File: src/rtl/mul64_seq_ctrl.sv
// Sequential 64x64 unsigned multiplier: one shared 32x32 multiplier walks LL/LH/HL/HH
// partial products into a 128-bit accumulator. Optional tag path under `MUL_SEQ_TAG_EN`.

module multiplier_32 (
  input  logic [31:0] a_i,
  input  logic [31:0] b_i,
  output logic [63:0] p_o
);
  assign p_o = {32'b0, a_i} * {32'b0, b_i};
endmodule

module mul64_seq_ctrl #(
  parameter int SKIP_ZERO = 1
`ifdef MUL_SEQ_TAG_EN
  ,
  parameter int TAG_W = 4
`endif
) (
  input  logic                 clk,
  input  logic                 reset,
  input  logic                 in_valid,
  output logic                 in_ready,
  input  logic [63:0]          x_i,
  input  logic [63:0]          y_i,
  output logic                 out_valid,
  input  logic                 out_ready,
  output logic [127:0]         p_o,
`ifdef MUL_SEQ_TAG_EN
  input  logic [TAG_W-1:0]     tag_i,
  output logic [TAG_W-1:0]     tag_o,
`endif
  output logic                 busy
);

  typedef enum logic [2:0] {
    IDLE = 3'd0,
    S_LL = 3'd1,
    S_LH = 3'd2,
    S_HL = 3'd3,
    S_HH = 3'd4,
    DONE = 3'd5
  } state_t;

  state_t         state_q;
  logic [63:0]    x_q, y_q;
  logic [127:0]   acc_q, acc_d;
  logic [127:0]   p_q;
  logic           out_valid_q;
  logic [31:0]    mul_a, mul_b;
  logic [63:0]    prod;
  logic [127:0]   term;
  logic           accept;
  state_t         step_d, first_d;

  // Step index: bit1 selects the X half, bit0 selects the Y half (00=LL ... 11=HH).
  function automatic logic step_runs(input logic [1:0] idx, input logic [63:0] x,
                                     input logic [63:0] y);
    logic [31:0] a, b;
    a = idx[1] ? x[63:32] : x[31:0];
    b = idx[0] ? y[63:32] : y[31:0];
    if (SKIP_ZERO == 0) return 1'b1;
    return (a != 32'd0) && (b != 32'd0);
  endfunction

  function automatic state_t next_from(input logic [2:0] start, input logic [63:0] x,
                                       input logic [63:0] y);
    state_t r;
    r = DONE;
    for (int i = 3; i >= 0; i--) begin
      if (i >= int'(start) && step_runs(i[1:0], x, y)) r = state_t'(3'(i) + 3'd1);
    end
    return r;
  endfunction

  multiplier_32 u_mul (
    .a_i(mul_a),
    .b_i(mul_b),
    .p_o(prod)
  );

  assign in_ready  = (state_q == IDLE) || ((state_q == DONE) && out_ready);
  assign accept    = in_valid && in_ready;
  assign out_valid = out_valid_q;
  assign p_o       = p_q;
  assign busy      = (state_q != IDLE);

  always_comb begin
    mul_a = (state_q inside {S_HL, S_HH}) ? x_q[63:32] : x_q[31:0];
    mul_b = (state_q inside {S_LH, S_HH}) ? y_q[63:32] : y_q[31:0];
    case (state_q)
      S_LL:       term = {64'b0, prod};
      S_LH, S_HL: term = {32'b0, prod, 32'b0};
      S_HH:       term = {prod, 64'b0};
      default:    term = '0;
    endcase
    acc_d   = acc_q + term;
    // Each step state's encoding equals the index of the step after it.
    step_d  = next_from(state_q, x_q, y_q);
    first_d = next_from(3'd0, x_i, y_i);
  end

`ifdef MUL_SEQ_TAG_EN
  logic [TAG_W-1:0] tag_q;
  assign tag_o = tag_q;

  always_ff @(posedge clk or posedge reset) begin
    if (reset) tag_q <= '0;
    else if (accept) tag_q <= tag_i;
  end
`endif

  always_ff @(posedge clk or posedge reset) begin
    if (reset) begin
      state_q     <= IDLE;
      x_q         <= '0;
      y_q         <= '0;
      acc_q       <= '0;
      p_q         <= '0;
      out_valid_q <= 1'b0;
    end else begin
      case (state_q)
        S_LL, S_LH, S_HL, S_HH: begin
          acc_q   <= acc_d;
          state_q <= step_d;
          if (step_d == DONE) begin
            p_q         <= acc_d;
            out_valid_q <= 1'b1;
          end
        end
        DONE: begin
          if (out_ready) begin
            out_valid_q <= 1'b0;
            state_q     <= IDLE;
          end
        end
        default: ;
      endcase
      // Accept overrides the DONE->IDLE drain so back-to-back requests lose no cycle.
      if (accept) begin
        x_q     <= x_i;
        y_q     <= y_i;
        acc_q   <= '0;
        state_q <= first_d;
        if (first_d == DONE) begin
          p_q         <= '0;
          out_valid_q <= 1'b1;
        end else begin
          out_valid_q <= 1'b0;
        end
      end
    end
  end

endmodule

File: config.mk
export PLATFORM = sky130hd
export DESIGN_NAME = mul64_seq_ctrl
export DESIGN_NICKNAME = d
export VERILOG_FILES = /design/src/rtl/mul64_seq_ctrl.sv
export SDC_FILE = /design/constraint.sdc
export NUM_CORES = 2
export LEC_CHECK = 0
export BUFFER_PORTS_ARGS = -buffer_cell sky130_fd_sc_hd__buf_2
export CAP_MARGIN = 20
export CORE_ASPECT_RATIO = 1.4
export CORE_MARGIN = 3
export CORE_UTILIZATION = 30
export CTS_CLUSTER_DIAMETER = 30
export CTS_CLUSTER_SIZE = 28
export DETAILED_ROUTE_END_ITERATION = 10
export PLACE_DENSITY = 0.49
export SYNTH_ARGS = -nofsm -noshare
export SYNTH_HDL_FRONTEND = slang
export SYNTH_HIERARCHICAL = 1
export SYNTH_SLANG_ARGS = --single-unit
File: constraint.sdc
create_clock -name clk -period 13.2 [get_ports clk]
set_input_delay 1.98 -clock clk [delete_from_list [all_inputs] [get_ports clk]]
set_output_delay 1.98 -clock clk [all_outputs]
set_load 0.01 [all_outputs]
==> flow_summary.json <==
{
  "synth_top_cell_by_area": "fa_1",
  "vias": 51200,
  "core_region_area_sq_um": 198000,
  "viasPerCell": 5.191,
  "place_area_sq_um": 64010,
  "cap_viol_max_count": 0,
  "rr_worst_depth": 39,
  "overflow": 0,
  "ys_ff_latch": 388,
  "rsz0062_at_grt": "false",
  "postCtsSetupBuffers": 0,
  "nNetsFinal": 8560,
  "syn-num-nets": 8489,
  "cp-start-kind": "register",
  "cts_tree": "done",
  "slew_viol_final": 0,
  "die_h_microns": 535.0,
  "fmax_ghz": 0.07704,
  "clockBufferDepth": 3,
  "synth-xor-area-share": 0.02439,
  "placed_cells": 9668,
  "synth_edf_count": 0,
  "async_reset_ff_frac": 1.000,
  "critical_path.max_fanout": 32,
  "fin_cells": 9864,
  "ys_top_cells_by_area": "fa_1 30%, dfrtp_1 16%, ha_1 8.1%",
  "netlist-cell-type-count": 99,
  "synth_mux_area_frac": 0.01369,
  "syn_inst": 7070,
  "gp_congestion": 1.017,
  "critPathKind": "reg2reg",
  "hold_viol_final": 0,
  "grtUsageTotal": 0.2318,
  "route.detailed.wl_per_inst_microns": 24.34,
  "syn_area_per_cell_sq_um": 8.481,
  "required_ns": 13.78,
  "netlist_area_sq_um": 59960,
  "r2r_setup_slack_ns": 0.22,
  "status": "finished, final reports clean",
  "min_from": "p_o[100]$_DFF_PP0_",
  "dpl.hpwl_mm": 192.5,
  "tightest_slew_ns": 1.161,
  "antenna_found_initial": 4,
  "grt_pass1_vias": 54640,
  "cp-end-kind": "register",
  "min_to": "p_o[100]$_DFF_PP0_",
  "die-area_sq_um": 205300,
  "layout-drive-gt1-share": 0.09784,
  "route.detailed.drc": 0,
  "synth_compound_area_frac": 0.1178,
  "syn_to_final_growth_pct": 13.07,
  "cts_sinks": 388,
  "grt_max_degree": 131,
  "final_cell_mix": "1185 x nand2_1, 916 x inv_1, 897 x fa_1",
  "clk_latency_ns": 0.71,
  "hold_depth": 2,
  "cp_data_arrival_time_ns": 13.56,
  "cts_root_buffer": "clkbuf_16",
  "reg2reg_from": "state_q[1]$_DFFE_PP0P_",
  "clkTransAtPathRegs_ns": 0.05,
  "synth_top_family_by_area": "adder cells",
  "finalSetupViolCount": 0,
  "synth-seq-area-share": 0.1619,
  "synth_ff_type": "dfrtp_1",
  "routed_wl_mm": 240.1,
  "setup_slack_ns": 0.2201,
  "cp_common_cell": "fa_1",
  "layout_commonest_cell": "nand2_1",
  "portBuffers": 262,
  "skew_ns": 0.04749,
  "initial_core_util": 0.3028,
  "post-place-ws_ns": 0.3905,
  "critPathSlowestCell": "xnor2_1",
  "cts_made_buffers": 103,
  "fin_crit_sh": 0.9833,
  "hold_path.class": "reg2reg",
  "grt_pass1_wl_mm": 358.2,
  "slew_headroom": 0.2202,
  "r2r-end": "p_o[126]$_DFF_PP0_",
  "synth-simple-area-share": 0.2170,
  "min_period_ns": 12.98,
  "synthAdderAreaFrac": 0.3809,
  "timing.setup.tns_ns": 0,
  "synth_top_area_frac": 0.2995,
  "firstDrtPassIters": 6,
  "max_stage_delay_ns": 0.71,
  "num_rows": 193,
  "io-pin-count": 263,
  "fp.dieW_microns": 383.8,
  "fin_area_sq_um": 67800,
  "h-tree-depth": 3,
  "drt_iter0_drc": 3334,
  "ys_warn_count": 6,
  "ant_nets": 0
}
## layout make-up
cell class                      count  area (sq um)
Antenna cell                        6         15.01
Inverter                          918          3453
Timing Repair Buffer              384          2265
Tap cell                         2632          3293
Sequential cell                   388          9709
Multi-Input combinational cell   5346         45320
Fill cell                       20780        130200
Clock inverter                     68         977.2
Clock buffer                      122          2761
## cells by family (layout without fill, tap and decap cells)
group,count (synthesis),in the layout
buf+inv,1336,1492
mux,74,74
compound gates,1118,1118
simple gates,2700,2700
other cells,0,6
flops,388,388
fa+ha+maj,1287,1287
xor+xnor,167,167
## worst max path at each step
stage,start,end,slack (ns),cells after the start
6_report,state_q[1]$_DFFE_PP0P_,p_o[126]$_DFF_PP0_,0.22,39
5_1_grt,state_q[1]$_DFFE_PP0P_,p_o[117]$_DFF_PP0_,0.01,37
4_1_cts,state_q[1]$_DFFE_PP0P_,p_o[117]$_DFF_PP0_,0.36,36
3_5_place_dp,state_q[1]$_DFFE_PP0P_,p_o[117]$_DFF_PP0_,0.39,36
3_3_place_gp,state_q[1]$_DFFE_PP0P_,p_o[117]$_DFF_PP0_,0.33,36
2_1_floorplan,reset,acc_q[0]$_DFFE_PP0P_,0.44,1
## stage by stage
stage          utilization  hold slack, ns
2_1_floorplan            -          0.4625
3_3_place_gp        0.3233          0.4667
3_5_place_dp        0.3233          0.4781
4_1_cts             0.3421          0.4870
5_1_grt             0.3423          0.5179
6_report            0.3424          0.4799
## per-layer routing
metal / part of all wire / global-route usage
met5: 0 / 0
met1: 0.40 / 0.2788
met2: 0.50 / 0.4077
met3: 0.043 / 0.02492
met4: 0.058 / 0.1187
## Yosys cell counts (54+ instances only)
cell type     n
nand2_1    1187
inv_1       917
fa_1        897
and2_1      653
ha_1        390
dfrtp_1     388
clkbuf_1    379
a21oi_1     356
o21ai_0     270
nor2_1      243
nand3_1     224
nand4_1     104
xnor2_1     103
nor4_1       78
a21o_1       74
a22o_1       64
mux2_2       64
xor2_1       64
o21bai_1     63
nor3_1       61
and3_1       59
o21ai_1      54
## worst max-delay path, delay by kind of cell (launching register included)
family / cells / cell delay [ns]
adder cells (fa/ha/maj): 10 / 4.69
AO/OA/AOI/OAI: 14 / 3.50
AND/OR/NAND/NOR: 7 / 1.67
buffers and inverters: 5 / 0.82
multiplexers: 2 / 0.77
XOR/XNOR: 1 / 0.71
flip-flops: 1 / 0.66
## flip-flops by register name (all words and copies together), names as in the netlist
name,count
acc_q,128
state_q,3
out_valid,1
y_q,64
p_o,128
x_q,64
## repair_timing
item | CTS | global route
hold buffers | 0 | 0
setup endpoints to repair | 0 | 17
resized for setup | 0 | 6
hold endpoints to repair | 0 | 0
Power is left out: the tool's default activity adds up to more than one toggle a clock period on the data nets, which glitch-free logic cannot reach.
